## config.mk

```make
export PLATFORM = sky130hd
export DESIGN_NAME = sensor_poll_sequencer
export DESIGN_NICKNAME = d
export VERILOG_FILES = /design/src/rtl/sensor_hub_pkg.sv /design/src/rtl/bin2bcd_seq.sv /design/src/rtl/sensor_poll_sequencer.sv
export SDC_FILE = /design/constraint.sdc
export NUM_CORES = 1
export LEC_CHECK = 0
export ABC_AREA = 1
export CAP_MARGIN = 10
export CORE_AREA = 10 10 162 164
export CTS_BUF_LIST = sky130_fd_sc_hd__clkbuf_4 sky130_fd_sc_hd__clkbuf_8
export DETAILED_ROUTE_END_ITERATION = 7
export DIE_AREA = 0 0 172 174
export REMOVE_ABC_BUFFERS = 1
export SETUP_SLACK_MARGIN = 0.1
export SYNTH_ARGS = -nofsm -noshare
export SYNTH_HDL_FRONTEND = slang
export SYNTH_SLANG_ARGS = --single-unit
```

## constraint.sdc

```tcl
create_clock -name clk -period 5.9 [get_ports clk]
set_clock_uncertainty 0.05 [all_clocks]
set_input_delay 1.18 -clock clk [delete_from_list [all_inputs] [get_ports clk]]
set_output_delay 1.18 -clock clk [all_outputs]
set_load 0.01 [all_outputs]
```

## src/rtl/sensor_hub_pkg.sv

```systemverilog
// Shared definitions for the sensor hub: FSM encoding, ASCII constants, message layout.
// Pure declarations; no timing or flow-control behaviour.
package sensor_hub_pkg;

  typedef enum logic [2:0] {
    IDLE,
    I2C_REQ,
    I2C_WAIT,
    FORMAT,
    SEND
  } state_t;

  localparam logic [7:0] ASCII_T     = 8'h54;
  localparam logic [7:0] ASCII_E_LC  = 8'h65;
  localparam logic [7:0] ASCII_M     = 8'h6D;
  localparam logic [7:0] ASCII_P     = 8'h70;
  localparam logic [7:0] ASCII_SP    = 8'h20;
  localparam logic [7:0] ASCII_EQ    = 8'h3D;
  localparam logic [7:0] ASCII_MINUS = 8'h2D;
  localparam logic [7:0] ASCII_E     = 8'h45;
  localparam logic [7:0] ASCII_R     = 8'h52;
  localparam logic [7:0] ASCII_CR    = 8'h0D;
  localparam logic [7:0] ASCII_LF    = 8'h0A;

  localparam int PREFIX_LEN  = 7;
  localparam int MAX_MSG_LEN = 13;
  localparam int ERR_MSG_LEN = 12;

  // "Temp = " shared by every message
  function automatic logic [7:0] prefix_byte(input logic [3:0] idx);
    logic [7:0] b;
    case (idx)
      4'd0:    b = ASCII_T;
      4'd1:    b = ASCII_E_LC;
      4'd2:    b = ASCII_M;
      4'd3:    b = ASCII_P;
      4'd4:    b = ASCII_SP;
      4'd5:    b = ASCII_EQ;
      4'd6:    b = ASCII_SP;
      default: b = 8'h00;
    endcase
    return b;
  endfunction

  function automatic logic [7:0] err_byte(input logic [3:0] idx);
    logic [7:0] b;
    case (idx)
      4'd7:    b = ASCII_E;
      4'd8:    b = ASCII_R;
      4'd9:    b = ASCII_R;
      4'd10:   b = ASCII_CR;
      4'd11:   b = ASCII_LF;
      default: b = prefix_byte(idx);
    endcase
    return b;
  endfunction

  function automatic logic [7:0] digit_char(input logic [3:0] d);
    return {4'h3, d};
  endfunction

endpackage

```

## src/rtl/bin2bcd_seq.sv

```systemverilog
// Iterative shift-add-3 binary to BCD converter: start loads, done pulses 8 cycles later.
// No backpressure; digits hold until the next start.
module bin2bcd_seq
  import sensor_hub_pkg::*;
(
  input  logic       clk,
  input  logic       rst,
  input  logic       start,
  input  logic [7:0] bin_in,
  output logic       done,
  output logic [3:0] hund,
  output logic [3:0] tens,
  output logic [3:0] ones
);

  logic [7:0]  bin_q;
  logic [11:0] bcd_q;
  logic [7:0]  bcd_adj;
  logic [2:0]  iter;
  logic        running;

  // hundreds never exceeds 1 before the last shift, so only tens/ones need adjusting
  always_comb begin
    bcd_adj = bcd_q[7:0];
    if (bcd_q[3:0] >= 4'd5) bcd_adj[3:0] = bcd_q[3:0] + 4'd3;
    if (bcd_q[7:4] >= 4'd5) bcd_adj[7:4] = bcd_q[7:4] + 4'd3;
  end

  always_ff @(posedge clk or posedge rst) begin
    if (rst) begin
      bin_q   <= 8'h00;
      bcd_q   <= 12'h000;
      iter    <= 3'd0;
      running <= 1'b0;
      done    <= 1'b0;
    end else begin
      done <= 1'b0;
      if (start) begin
        bin_q   <= bin_in;
        bcd_q   <= 12'h000;
        iter    <= 3'd0;
        running <= 1'b1;
      end else if (running) begin
        bcd_q <= {bcd_q[10:8], bcd_adj, bin_q[7]};
        bin_q <= {bin_q[6:0], 1'b0};
        iter  <= iter + 3'd1;
        if (iter == 3'd7) begin
          running <= 1'b0;
          done    <= 1'b1;
        end
      end
    end
  end

  assign hund = bcd_q[11:8];
  assign tens = bcd_q[7:4];
  assign ones = bcd_q[3:0];

endmodule

```

## src/rtl/sensor_poll_sequencer.sv

```systemverilog
// Polls the I2C temperature sensor (trigger or timer) and streams "Temp = <v>\r\n" to UART TX.
// Trigger edge to i2c_start: 2 cycles; tx_valid holds each byte stable until tx_ready accepts it.
module sensor_poll_sequencer
  import sensor_hub_pkg::*;
#(
  parameter int POLL_CYCLES        = 1_000_000,
  parameter int I2C_TIMEOUT_CYCLES = 50_000
) (
  input  logic       clk,
  input  logic       rst,
  input  logic       trigger,
  input  logic       auto_en,
  output logic       i2c_start,
  input  logic       i2c_done,
  input  logic       i2c_ack_err,
  input  logic [7:0] i2c_data,
  output logic [7:0] tx_data,
  output logic       tx_valid,
  input  logic       tx_ready,
  output logic       busy,
  output logic [7:0] err_count
);

  state_t      state, state_n;
  logic        trig_q;
  logic        trig_rise;
  logic        pending;
  logic [31:0] poll_cnt;
  logic        poll_tc;
  logic [31:0] to_cnt;
  logic        neg_q;
  logic        err_flag;
  logic [3:0]  idx;
  logic [3:0]  msg_len;
  logic [7:0]  msg [MAX_MSG_LEN];

  logic        bcd_start;
  logic        bcd_done;
  logic [3:0]  bcd_hund, bcd_tens, bcd_ones;
  logic [7:0]  mag;

  logic        set_err;
  logic        load_msg;
  logic        xfer;
  logic        last_byte;
  logic [7:0]  cur_byte;
  logic [7:0]  build_msg [MAX_MSG_LEN];
  logic [3:0]  build_pos;
  logic [3:0]  build_len;

  assign trig_rise = trigger & ~trig_q;
  assign poll_tc   = auto_en && (poll_cnt == 32'(POLL_CYCLES - 1));
  assign mag       = i2c_data[7] ? (~i2c_data + 8'd1) : i2c_data;

  bin2bcd_seq u_bcd (
    .clk    (clk),
    .rst    (rst),
    .start  (bcd_start),
    .bin_in (mag),
    .done   (bcd_done),
    .hund   (bcd_hund),
    .tens   (bcd_tens),
    .ones   (bcd_ones)
  );

  // The error message is constant, so it is read straight from the package instead of the buffer
  assign cur_byte  = err_flag ? err_byte(idx) : msg[idx];
  assign last_byte = err_flag ? (idx == 4'(ERR_MSG_LEN - 1)) : (idx == msg_len - 4'd1);

  always_comb begin
    state_n   = state;
    i2c_start = 1'b0;
    tx_valid  = 1'b0;
    tx_data   = 8'h00;
    busy      = (state != IDLE);
    bcd_start = 1'b0;
    set_err   = 1'b0;
    load_msg  = 1'b0;
    xfer      = 1'b0;
    case (state)
      IDLE: begin
        if (pending) state_n = I2C_REQ;
      end
      I2C_REQ: begin
        i2c_start = 1'b1;
        state_n   = I2C_WAIT;
      end
      I2C_WAIT: begin
        if (i2c_done) begin
          if (i2c_ack_err) begin
            set_err = 1'b1;
            state_n = SEND;
          end else begin
            bcd_start = 1'b1;
            state_n   = FORMAT;
          end
        end else if (to_cnt == 32'd1) begin
          set_err = 1'b1;
          state_n = SEND;
        end
      end
      FORMAT: begin
        if (bcd_done) begin
          load_msg = 1'b1;
          state_n  = SEND;
        end
      end
      SEND: begin
        tx_valid = 1'b1;
        tx_data  = cur_byte;
        if (tx_ready) begin
          xfer = 1'b1;
          if (last_byte) state_n = IDLE;
        end
      end
      default: state_n = IDLE;
    endcase
  end

  // Message layout: prefix, optional '-', digits without leading zeros, CR LF
  always_comb begin
    for (int i = 0; i < MAX_MSG_LEN; i++) build_msg[i] = 8'h00;
    for (int i = 0; i < PREFIX_LEN; i++) build_msg[i] = prefix_byte(4'(i));
    build_pos = 4'(PREFIX_LEN);
    if (neg_q) begin
      build_msg[build_pos] = ASCII_MINUS;
      build_pos            = build_pos + 4'd1;
    end
    if (bcd_hund != 4'd0) begin
      build_msg[build_pos] = digit_char(bcd_hund);
      build_pos            = build_pos + 4'd1;
    end
    if ((bcd_hund != 4'd0) || (bcd_tens != 4'd0)) begin
      build_msg[build_pos] = digit_char(bcd_tens);
      build_pos            = build_pos + 4'd1;
    end
    build_msg[build_pos]        = digit_char(bcd_ones);
    build_msg[build_pos + 4'd1] = ASCII_CR;
    build_msg[build_pos + 4'd2] = ASCII_LF;
    build_len                   = build_pos + 4'd3;
  end

  always_ff @(posedge clk or posedge rst) begin
    if (rst) begin
      state     <= IDLE;
      trig_q    <= 1'b0;
      pending   <= 1'b0;
      poll_cnt  <= 32'd0;
      to_cnt    <= 32'd0;
      neg_q     <= 1'b0;
      err_flag  <= 1'b0;
      err_count <= 8'h00;
      idx       <= 4'd0;
      msg_len   <= 4'd0;
    end else begin
      state  <= state_n;
      trig_q <= trigger;

      // A new request in the consuming cycle wins, so it is never dropped
      if (trig_rise || poll_tc)           pending <= 1'b1;
      else if (state == IDLE)             pending <= 1'b0;

      if (!auto_en || poll_tc) poll_cnt <= 32'd0;
      else                     poll_cnt <= poll_cnt + 32'd1;

      if (state == I2C_REQ)       to_cnt <= 32'(I2C_TIMEOUT_CYCLES);
      else if (state == I2C_WAIT) to_cnt <= to_cnt - 32'd1;

      if (bcd_start) neg_q <= i2c_data[7];

      if (set_err) begin
        err_flag <= 1'b1;
        if (err_count != 8'hFF) err_count <= err_count + 8'd1;
      end else if (xfer && last_byte) begin
        err_flag <= 1'b0;
      end

      if (set_err || load_msg) idx <= 4'd0;
      else if (xfer)           idx <= idx + 4'd1;

      if (load_msg) msg_len <= build_len;
    end
  end

  always_ff @(posedge clk) begin
    if (load_msg) begin
      for (int i = 0; i < MAX_MSG_LEN; i++) msg[i] <= build_msg[i];
    end
  end

endmodule

```

Word level (Yosys, flattened, before mapping) --
Memories as Yosys holds them, arrays and structs flattened. Index checks and enable logic that the tools add are counted.
Storage, ports and cells: RAM bits 104, bits of input ports 15, output and inout bits 19, memories kept 1, word-level logic and storage cells 178, flip-flop bits (word level) 112
Memory list:
- msg | depth 13, bits a word 8, read ports 1, clocked after memory_dff 0, write ports 13, RTL line sensor_poll_sequencer.sv:35 | logic [7:0] msg [MAX_MSG_LEN];
Cells by class: add/sub/neg operators 14, equality and inequality tests 25, bitwise logic cells 14, reduce and logical (&&, ||, !) cells 26, order comparisons 12, muxes and demuxes 71
Operators by type and width (number):
- 104-bit bitwise mux | 3
- 104-bit 2-to-1 mux | 2
- 8-bit demux with 4-bit select | 5
- 32-bit 2-to-1 mux | 3
- 8-bit 2-to-1 mux | 10
- 78-bit bitwise AND | 1
- 78-bit inverter | 1
- 65-bit bitwise AND | 1
- 65-bit inverter | 1
- 7-bit one-hot mux with 6 select lines | 1
- 39-bit bitwise OR | 1
- 32-bit by 1-bit adder with 32-bit output, second input constant | 1
- 32-bit by 1-bit equality test with 1-bit output, second input constant | 1
- 32-bit by 20-bit equality test with 1-bit output, second input constant | 1
- 32-bit by 1-bit subtractor with 32-bit output, second input constant | 1
- 4-bit 2-to-1 mux | 7
- 7-bit one-hot mux with 4 select lines | 1
- 3-bit 2-to-1 mux | 9
- 1-bit 2-to-1 mux | 26
- 26-bit bitwise OR | 1
- 5-bit greater-or-equal comparator, second input constant | 5
- 5-bit by 1-bit < comparator with 1-bit output, second input constant | 5
- 4-bit inverter with 5-bit output | 5
- 12-bit 2-to-1 mux | 2
- 34 further kinds | 68

Depth between registers and ports, before layout --
Gate-level depths: netlist (run 1).
word-level depth 14, gate-level depth with buffers 14, gate-level depth less buffers 14

By module --
From an unflattened synthesis (run 1), not the netlist that was laid out.
Unflattened totals: cells, all modules 1475, area total of the unflattened synthesis 11310.8 µm²
Modules (own cells, without submodules):
- sensor_poll_sequencer | sequential area each 4429.2 µm², cells each 1338, instances 1, area each 10078.4 µm²
- bin2bcd_seq | sequential area each 625.6 µm², cells each 137, instances 1, area each 1232.4 µm²

Least setup slack after synthesis (run 1) --
No wires, ideal clock.
kind register -> output, from reg idx[1], to out tx_data[0], path slack 2.753 ns, required time 4.670 ns, arrival time 1.917 ns, cell stages (with the launch flop) 11, buffers on the path 1, path through dfrtp_1 clkinv_1 clkbuf_1 ha_1 o21ai_0 nand3_1 nand3_1 nand2_1 nand2_1 nand2_1 nor2_1
Between the ends: word-level cells in the longest chain between the ends 6, elaborated cells between the ends (all ways) 19, classes of those cells eq/ne (11); mux (4); reduce/logical (3); memory (1)
Ends and longest elaborated chain:
- start, declared | RTL line sensor_poll_sequencer.sv:33 | logic [3:0] idx;
- start signal, assigned | RTL line sensor_poll_sequencer.sv:179 | else if (xfer) idx <= idx + 4'd1;
- 4-bit by 3-bit equality test with 1-bit output | RTL line sensor_hub_pkg.sv:32 | case (idx)
- 2-bit OR reduction (no line)
- 7-bit one-hot mux with 6 select lines | RTL line sensor_hub_pkg.sv:32
- 7-bit one-hot mux with 4 select lines | RTL line sensor_hub_pkg.sv:47 | case (idx)
- 8-bit 2-to-1 mux (*) | RTL line sensor_poll_sequencer.sv:67 | assign cur_byte = err_flag ? err_byte(idx) : msg[idx];
- 8-bit 2-to-1 mux (*) | RTL line sensor_poll_sequencer.sv:80 | case (state)
- end, declared | RTL line sensor_poll_sequencer.sv:17 | output logic [7:0] tx_data,
Mark *: on every way between the ends. The rest lies on a longest branch, timed or not.

Final worst setup path (run 1) --
from reg idx[0], to out tx_data[0]
Same word-level chain as after synthesis.

==> impl_results.md, run 1 <==
- Area leader, netlist: dfrtp_1
- Clk_lat worst skew: roughly 0.47 ns
- Chip height: 174 um
- Crit path largest cell delay: slightly above 0.6 ns
- Core area: ~23,000 sq um
- Critical Path, Cell by Cell: buf_4 > inv_1 > ha_1 > o21ai_0 > nand3_1 > nor2_1 > o21ai_0 > nand2_1 > nand2_1 > nand2_1 > nor2_1 > clkdlybuf4s50_1
- Largest net degree at the start of global routing: 61
- Post-CTS Setup Inserts: 0
- Nature of the critical path endpoint: primary output
- Port buffer count: 32
- Area growth syn-to-layout: 9.56%
- Tcrit/Tclk final: 76.4%
- Worst setup margin: between 1 and 1.5 ns
- Seq/Total Area, Yosys: approximately 46%
- Distinct cells, synth: 46
- Status: completed
- Routed wire length: ~28 mm
- Placement row count: 56
- Pre-CTS WS: between 1.5 and 2 ns
- Initial antenna violation count: 0
- CTS tree: done
- WL per Instance: 15.8 um
- Final Hold Fails: 0
- Global-route wire length before repair: 46.7 mm
- Critical Path Most Common Cell: nand2_1
- Synth top cells by count: 359 x nand2_1, 222 x nor2_1, 185 x inv_1, 112 x dfrtp_1, 107 x o21ai_0
- TritonCTS buffer count: 17
- Global route overflow: 0
- Area of all sequential standard cells: just over 5000 sq um
- Clk root buf: clkbuf_8
- Clock Sinks: 187
- Worst-path clk slew: ~0.10 ns
- WP buf/inv: 3
- GPL Wtd Cong: 0.934
- Peak Freq: between 0.2 and 0.25 GHz
- RSZ-0062 raised after global routing: no
- Pins over their slew limit: 0
- YS warnings: 0
- CTS resizes: 0
- Most numerous cell in the Yosys netlist: nand2_1
- Setup Crit Path Kind: register to primary output
- Crit path max fanout: 27
- Layout Nets: 1,532
- Layout cells sized above 1: under 10%
- H-tree Lvls: 4
- Drt drc: 0
- # diodes: 0
- Synth top area share: between 20% and 30%
- Starting Density: roughly 48%
- I/O pin cnt: 34
- First-pass DRT Iterations: 6
- Worst VDD drop: ~0.00021 V
- Vias in the first global route: 8,912
- GR Util All Layers: between 10% and 20%
- Hold WC Path Type: register to register
- Worst path required time: 4.67 ns
- Average instance area after synthesis: between 7 and 8 sq um
- Mapped Cells: about 1,500
- Post-route setup TNS: 0 ns
- Slowest-stage cell, CP: dfrtp_1
- Flops & latches, synth: between 150 and 200
- Clock Path Buffers: 2
- Die width: 172 um
- Dpl hpwl: 21.1 mm
- Vias: approximately 9,500
- Pwr per Cell Area: 409 nW/um^2
- EDFF count, synth: 75
- Pleak: between 5 and 6 nW
- Slew HR: 28.9%
- Max cap viols: 0
- Synth async-reset ratio: roughly three fifths
- Post-DRT Antenna Nets: 0
- # setup viols final: 0
- Area of the multi-input gates: slightly above 5000 sq um
- Die area: 29,900 sq um
- Critical path arrival: 3.27 ns
- Post-synth top flop: dfrtp_1
- FILL cells: roughly 2,300
- Largest cells by area after synthesis: dfrtp_1 25%, edfxtp_1 20%, nand2_1 12%
- Slew @ Worst Pin: approximately 1.1 ns
- Startpoint Class: register
- DR vias/cell: 5.29
- DR iter-0 viols: 835
- Minimum clock period: about 4.5 ns
- Hold_buf cts: 0
- CP delay by family, top: buffers and inverters
- Post-synthesis cell area: approximately 11,000 sq um
[flip-flops by register name, indices dropped and copies added (netlist names)]
signal,cells
neg_q,1
poll_cnt,32
msg,75
u_bcd.bcd_q,12
err_flag,1
u_bcd.bin_q,8
pending,1
u_bcd.iter,3
u_bcd.running,1
trig_q,1
err_count,8
idx,4
to_cnt,32
msg_len,4
state,3
u_bcd.done,1
[worst paths after layout]
check / start / endpoint / slack [ns] / cells after the start
worst max-delay path: idx[0]$_DFFE_PP0P_ / tx_data[0] / 1.40 / 12
worst min-delay path: u_bcd.bin_q[4]$_DFFE_PP0P_ / u_bcd.bin_q[5]$_DFFE_PP0P_ / 0.45 / 2
worst max register to register: u_bcd.bcd_q[5]$_DFFE_PP0P_ / msg[7][2]$_DFFE_PP_ / 2.27 / 14
worst min register to register: u_bcd.bin_q[4]$_DFFE_PP0P_ / u_bcd.bin_q[5]$_DFFE_PP0P_ / 0.45 / 2
max in group asynchronous: rst / u_bcd.bcd_q[5]$_DFFE_PP0P_ / 3.81 / 3
min in group asynchronous: rst / poll_cnt[18]$_DFF_PP0_ / 0.94 / 2
[worst reg2reg max path: cells and delay by family (launching register included)]
kind,cells,cell delay (ns)
and+or+nand+nor,6,1.23
DFF,1,0.48
adders and majority gates,2,0.62
buffers and inverters,6,1.03
[report_power, final]
part	switching, mW	internal [mW]
logic	1.47	0.678
clock network	0.488	0.532
registers	0.183	1.59
[cell families (layout without fill, tap and decap cells)]
kind of cell,after synthesis,in the layout,share of synthesized area [%]
compound gates,224,224,11.5
xor+xnor,34,34,2.70
fa+ha+maj,26,26,3.02
buf+inv,236,273,8.25
flops,187,187,45.8
other cells,1,1,0.0340
simple gates,759,759,28.7
[layer usage]
layer / wire [um] / GRT usage, % / vias up
li1: - / - / 4819
met1: 13600 / 27.5 / 4351
met2: 12300 / 28.7 / 287
met3: 1970 / 4.55 / 42
met4: 497 / 5.46 / 0
met5: 0 / 0 / -
[cell usage in the layout (no fill, tap or decap), types with 3 or more instances in the layout]
cell	count
nor3_1	35
o31ai_1	4
nor2_1	222
nand2_1	359
xnor2_1	14
o221ai_1	7
xor2_1	20
buf_4	7
nand4_1	15
inv_6	3
nor2_4	5
ha_1	25
o211ai_1	12
nor4_1	5
bufinv_16	5
nand3_1	100
clkbuf_8	18
a31oi_1	7
clkinv_1	9
a22o_1	4
clkdlybuf4s50_1	32
edfxtp_1	75
o21ai_0	107
a21oi_1	55
inv_2	9
o22ai_1	19
nand2_2	3
a22oi_1	3
dfrtp_1	112
nor2_2	6
inv_1	183
[layout make-up]
cell class | count | area share, %
multi-input combinational | 1044 | 41.9
sequential | 187 | 41.8
inverter | 202 | 6.29
timing repair buffer | 39 | 3.08
tap | 290 | 3.00
clock buffer | 20 | 2.17
clock inverter | 12 | 1.71
[per-stage QoR]
step / power (mW) / instances / utilization, % / area, sq um / hold WS, ns
2_1_floorplan: 3.25 / 1433 / - / 10900 / 0.391
3_3_place_gp: 3.94 / 1762 / 50.3 / 11600 / 0.412
3_5_place_dp: 3.94 / 1762 / 50.3 / 11600 / 0.427
4_1_cts: 4.96 / 1794 / 52.3 / 12100 / 0.455
5_1_grt: 5.34 / 1794 / 52.3 / 12100 / 0.469
6_report: 4.95 / 1794 / 52.3 / 12100 / 0.454
(Power assumes the default switching activity.)
==> inputs of run 2 (changes only) <==
--- a/config.mk
+++ b/config.mk
@@ -11,6 +11,7 @@
 export CTS_BUF_LIST = sky130_fd_sc_hd__clkbuf_4 sky130_fd_sc_hd__clkbuf_8
 export DETAILED_ROUTE_END_ITERATION = 7
 export DIE_AREA = 0 0 172 174
+export PLACE_DENSITY = 0.67
 export REMOVE_ABC_BUFFERS = 1
 export SETUP_SLACK_MARGIN = 0.1
 export SYNTH_ARGS = -nofsm -noshare
==> constraint.sdc (replaced) <==
create_clock -name clk -period 3.7 [get_ports clk]
set_clock_uncertainty 0.05 [all_clocks]
set_input_delay 0.74 -clock clk [delete_from_list [all_inputs] [get_ports clk]]
set_output_delay 0.74 -clock clk [all_outputs]
set_load 0.01 [all_outputs]
==> run 2 against run 1 <==
Compared with the run above: sequential cell count unchanged; register-to-register slack got worse by 1.7 ns; critical path type unchanged; design area increased by 0.44%; non-clock buffer count rose by 12; die area did not move; clock-buffer cell count grew 1; worst hold slack worse by 0.0073 ns; core utilization is 0.23 points higher; critical path depth down 5; largest cell class unchanged; combinational power grew 67%; clock power is 33% higher.
==> impl_results.md, run 2 (synthesized netlist as in run 1, its figures left out) <==
- RSZ-0062 raised after global routing: yes
- Reg-to-Reg Start: u_bcd.bcd_q[4]$_DFFE_PP0P_
- Core area: between 20,000 and 25,000 sq um
- Crit path max fanout: 22
- Final Hold Fails: 0
- PnR Total Power: slightly below 8 mW
- # diodes: 0
- I/O pin cnt: 34
- Critical Path Most Common Cell: a21oi_1
- Layout cells sized above 1: around 5.7%
- Vias in the first global route: approximately 9,100
- Dpl hpwl: between 20 and 25 mm
- Max cap viols: 0
- Area growth syn-to-layout: 10.0%
- CP delay by family, top: buffers and inverters
- CTS tree: done
- DR vias/cell: 5.39
- DR iter-0 viols: about 950
- Global route overflow: 0
- Vias: between 9,000 and 10,000
- Worst-path clk slew: around 0.1 ns
- Slew HR: 44.4%
- Status: completed
- Minimum clock period: 3.43 ns
- Critical Path, Cell by Cell: buf_4 > buf_6 > a21oi_1 > a22oi_1 > o21ai_0 > a21oi_1 > clkdlybuf4s50_1
- WL per Instance: around 16 um
- Starting Density: 47.7%
- Largest net degree at the start of global routing: between 50 and 60
- Routed wire length: 28.4 mm
- Top Registers: msg (75), poll_cnt (32), to_cnt (32)
- Pins over their slew limit: 0
- Gr busiest metal: met2
- Final core utilization: about 53%
- TritonCTS buffer count: 17
- Hold WC Path Type: register to register
- Setup Crit Path Kind: register to primary output
- Port buffer count: 32
- Clk_lat worst skew: 0.47 ns
- H-tree Lvls: 4
- Placement row count: 56
- Initial antenna violation count: 0
- Post-DRT Antenna Nets: 0
- Peak Freq: just under 0.3 GHz
- Clock Path Buffers: 2
- Pleak: approximately 5.3 nW
- Met3 Resource Use GR: about 3.2%
- # setup viols final: 0
- Pre-CTS WS: 0.384 ns
- Clk root buf: clkbuf_8
- Slew @ Worst Pin: 0.833 ns
- Slowest-stage cell, CP: clkdlybuf4s50_1
- Startpoint Class: register
- Tcrit/Tclk final: approximately 93%
- Worst setup margin: between 0.2 and 0.3 ns
- CP startpoint: idx[0]$_DFFE_PP0P_
- GR Util met2: 29.0%
- GR Util All Layers: about a fifth
- First-pass DRT Iterations: 6
- Pwr per Cell Area: between 600 and 700 nW/um^2
- Die area: between 20,000 and 30,000 sq um
- Met1 usage: between 20% and 30%
- Commonest non-fill, non-tap cell in the layout: nand2_1
- Max reg flops: between 70 and 80
- Chip height: roughly 170 um
- Die width: 172 um
- Global-route wire length before repair: approximately 47 mm
- Critical path arrival: 2.64 ns
- Commonest cells after routing, fill and taps aside: 359 x nand2_1, 222 x nor2_1, 183 x inv_1
- Crit path largest cell delay: about 0.57 ns
- WP buf/inv: 3
- GPL Wtd Cong: 0.932
- Layout Nets: 1,544
- Drt drc: 0
- Post-route setup TNS: 0 ns
- Hold Crit Start: u_bcd.bin_q[7]$_DFFE_PP0P_
- Worst path required time: about 2.9 ns
- Worst VDD drop: 0.000274 V
- Clock Sinks: approximately 190
- Biggest register: msg
- Nature of the critical path endpoint: primary output
-- run 2: cell count changes in the layout (fill, tap and decap cells not counted), sizes merged --
cell / before / now
buf: 7 / 19
clkbuf: 20 / 21
bufinv: 5 / 1
clkinv: 10 / 12
inv: 198 / 199
-- run 2: final cells by class --
cell class / count / area (sq um)
fillers: 2254 / 11000
clock inverters: 11 / 108
flip-flops and latches: 187 / 5060
inverters: 202 / 762
clock buffers: 21 / 277
multi-input cells: 1044 / 5080
well taps: 290 / 363
repair buffers: 51 / 499
-- run 2: metal layers --
layer  share of wire (%)  routed length [um]  vias up
li1                    -                   -     4856
met3                 6.0                1710       36
met1                  48               13600     4531
met4                 1.6                 443        0
met2                  45               12700      314
met5                   0                   0        -
-- run 2: report_power, final --
| group | switching [mW] | leakage [nW] | total, mW | internal, mW |
|---|---|---|---|---|
| registers | 0.279 | 2.18 | 2.82 | 2.54 |
| clock network | 0.767 | 0.201 | 1.36 | 0.595 |
| logic | 2.44 | 2.94 | 3.60 | 1.16 |
| total | 3.49 | 5.32 | 7.78 | 4.29 |
-- run 2: worst register-to-register path, delay by kind of cell (launching register included) --
| family | cells | cell delay, ns |
|---|---|---|
| AND/OR/NAND/NOR | 6 | 0.73 |
| flip-flops | 1 | 0.48 |
| adder cells (fa/ha/maj) | 2 | 0.86 |
| buffers and inverters | 4 | 0.78 |
-- run 2: timing repair --
action,CTS,global route
setup buffers,0,1
gates resized for setup,2,9
hold buffers,0,0
endpoints found under the setup margin,1,8
pin swaps,0,2
-- run 2: final timing paths --
kind / slack (ns) / to / cells after the start
max: 0.27 / tx_data[1] / 7
min in group asynchronous: 0.70 / to_cnt[26]$_DFFE_PP0P_ / 2
min reg2reg: 0.45 / u_bcd.bcd_q[0]$_DFFE_PP0P_ / 2
max reg2reg: 0.56 / msg[2][4]$_DFFE_PP_ / 12
min: 0.45 / u_bcd.bcd_q[0]$_DFFE_PP0P_ / 2
max in group asynchronous: 2.15 / poll_cnt[16]$_DFF_PP0_ / 3
-- run 2: through the flow --
step / hold slack, ns / area (sq um) / instances
final: 0.446 / 12100 / 1806
after global routing: 0.484 / 12100 / 1806
after CTS: 0.448 / 12100 / 1805
after detailed placement: 0.425 / 11700 / 1773
after global placement: 0.413 / 11700 / 1773
after floorplan: 0.391 / 10900 / 1433
==> inputs of run 3 (changes only) <==
--- a/config.mk
+++ b/config.mk
@@ -8,10 +8,9 @@
 export ABC_AREA = 1
 export CAP_MARGIN = 10
 export CORE_AREA = 10 10 162 164
-export CTS_BUF_LIST = sky130_fd_sc_hd__clkbuf_4 sky130_fd_sc_hd__clkbuf_8
+export CTS_BUF_LIST = sky130_fd_sc_hd__clkbuf_8
 export DETAILED_ROUTE_END_ITERATION = 7
 export DIE_AREA = 0 0 172 174
-export PLACE_DENSITY = 0.67
 export REMOVE_ABC_BUFFERS = 1
 export SETUP_SLACK_MARGIN = 0.1
 export SYNTH_ARGS = -nofsm -noshare
==> constraint.sdc (replaced) <==
create_clock -name clk -period 4.4 [get_ports clk]
set_clock_uncertainty 0.05 [all_clocks]
set_input_delay 0.88 -clock clk [delete_from_list [all_inputs] [get_ports clk]]
set_output_delay 0.88 -clock clk [all_outputs]
set_load 0.01 [all_outputs]
==> run 3 against run 2 <==
Compared with the run above: clock power decreased by 14%; clock-buffer cell count decreased by 4; non-clock buffer count decreased by 10; global-route usage increased by 0.30 points; core utilization decreased by 0.37 points; wire length increased by 0.42%; via count decreased by 1.7%; power decreased by 16%; critical path depth increased by 4; first-iteration DRC count decreased by 4.0%; sequential share of layout area increased by 0.28 points; sequential power decreased by 16%; highest routed layer unchanged.
==> impl_results.md, run 3 (synthesized netlist as in run 1, its figures left out) <==
- Worst setup margin: ~0.45 ns
- Layout Nets: around 1,500
- I/O pin cnt: 34
- # diodes: 0
- Minimum clock period: between 3 and 4 ns
- Peak Freq: 0.253 GHz
- Slew HR: 31.5%
- Slowest-stage cell, CP: dfrtp_1
- Dpl cell area: between 10,000 and 15,000 sq um
- Post-DRT Antenna Nets: 0
- Biggest register: msg
- DR vias/cell: between 5 and 6
- Global-route wire length before repair: 47.0 mm
- Clock Sinks: 187
- First-pass DRT Iterations: 6
- Tcrit/Tclk final: between 80% and 90%
- Worst-path clk slew: 0.10 ns
- CTS tree: done
- Placement row count: 56
- Post-Layout Cell Count: about 1,800
- Crit path largest cell delay: 0.57 ns
- Largest net degree at the start of global routing: 59
- Routed wire length: roughly 28 mm
- Fin Hold WS: between 0.4 and 0.5 ns
- Initial antenna violation count: 0
- Status: completed
- Commonest cells after routing, fill and taps aside: 359 x nand2_1, 222 x nor2_1, 183 x inv_1
- Max cap viols: 0
- Starting Density: approximately 48%
- GR Util All Layers: between 10% and 20%
- Pins over their slew limit: 0
- # setup viols final: 0
- GPL Wtd Cong: about 0.94
- WL per Instance: approximately 16 um
- Die area: about 30,000 sq um
- Commonest non-fill, non-tap cell in the layout: nand2_1
- Startpoint Class: register
- RSZ-0062 raised after global routing: no
- Port buffer count: 32
- Worst VDD drop: between 0.0002 and 0.00025 V
- Layout cells sized above 1: a little under 5%
- Clk_lat worst skew: between 0.4 and 0.5 ns
- Design area: 12,100 sq um
- PnR Total Power: between 6 and 7 mW
- Critical Path, Cell by Cell: clkinvlp_4 > ha_1 > o21ai_0 > nand3_1 > nor2_1 > o21ai_0 > nand2_1 > nand2_1 > nand2_1 > nor2_1 > clkdlybuf4s50_1
- Area growth syn-to-layout: 9.26%
- Nature of the critical path endpoint: primary output
- TritonCTS buffer count: 17
- Final core utilization: 52.2%
- Die width: 172 um
- Critical path arrival: a little over 3 ns
- Top Registers: msg (75), poll_cnt (32), to_cnt (32)
- # placed instances: 1,764
- Clk root buf: clkbuf_8
- Worst path required time: 3.47 ns
- Vias in the first global route: between 9,000 and 10,000
- Pwr per Cell Area: roughly 540 nW/um^2
- Max reg flops: 75
- Core area: 23,100 sq um
- Final Hold Fails: 0
- Slew @ Worst Pin: between 1 and 1.5 ns
- Chip height: roughly 170 um
- Crit path max fanout: 10
- Clock Path Buffers: 2
- Register-to-register setup slack: around 0.67 ns
- DR iter-0 viols: just over 900
- Post-route setup TNS: 0 ns
- Pleak: roughly 5.3 nW
- Hold WC Path Type: register to register
- H-tree Lvls: 4
- Drt drc: 0
- Vias: about 9,600
- Pre-CTS WS: about 0.74 ns
- Critical Path Most Common Cell: nand2_1
- Setup Crit Path Kind: register to primary output
- Dpl hpwl: 20.8 mm
- Hold_buf cts: 0
- Global route overflow: 0
-- run 3: power by group --
group,internal (mW),switching [mW]
Sequential,2.14,0.247
Clock,0.470,0.695
Combinational,0.933,2.04
-- run 3: final timing paths --
check | startpoint | depth (start not counted) | endpoint
worst max-delay path | idx[1]$_DFFE_PP0P_ | 11 | tx_data[0]
worst min register to register | state[1]$_DFFE_PP0P_ | 2 | state[1]$_DFFE_PP0P_
worst min-delay path | state[1]$_DFFE_PP0P_ | 2 | state[1]$_DFFE_PP0P_
min in group asynchronous | rst | 2 | pending$_DFFE_PP0P_
worst max register to register | u_bcd.bcd_q[5]$_DFFE_PP0P_ | 14 | msg[7][2]$_DFFE_PP_
max in group asynchronous | rst | 3 | u_bcd.bcd_q[4]$_DFFE_PP0P_
-- run 3: routing by layer --
layer,wire length [um],part of all wire [%],GRT usage (%)
met5,0,0,0
met4,449,1.6,5.32
met3,1620,5.7,3.22
met2,12600,44,29.5
met1,13800,48,27.8
-- run 3: final cells by class --
| class | instances | area (sq um) |
|---|---|---|
| fill | 2234 | 11100 |
| multi-input combinational | 1044 | 5070 |
| sequential | 187 | 5050 |
| inverter | 202 | 764 |
| timing repair buffer | 41 | 413 |
| tap | 290 | 363 |
| clock buffer | 17 | 234 |
| clock inverter | 15 | 159 |
-- run 3: critical path, delay by kind of cell (launching register included) --
kind | cells | cell delay [ns]
buf+inv | 2 | 0.76
compound gates | 2 | 0.40
simple gates | 6 | 0.56
flops | 1 | 0.57
fa+ha+maj | 1 | 0.28
-- run 3: what timing repair did --
action                                  CTS  global route
endpoints found under the setup margin    0             1
hold endpoints to repair                  0             0
resized for setup                         0             1
setup buffers                             0             0
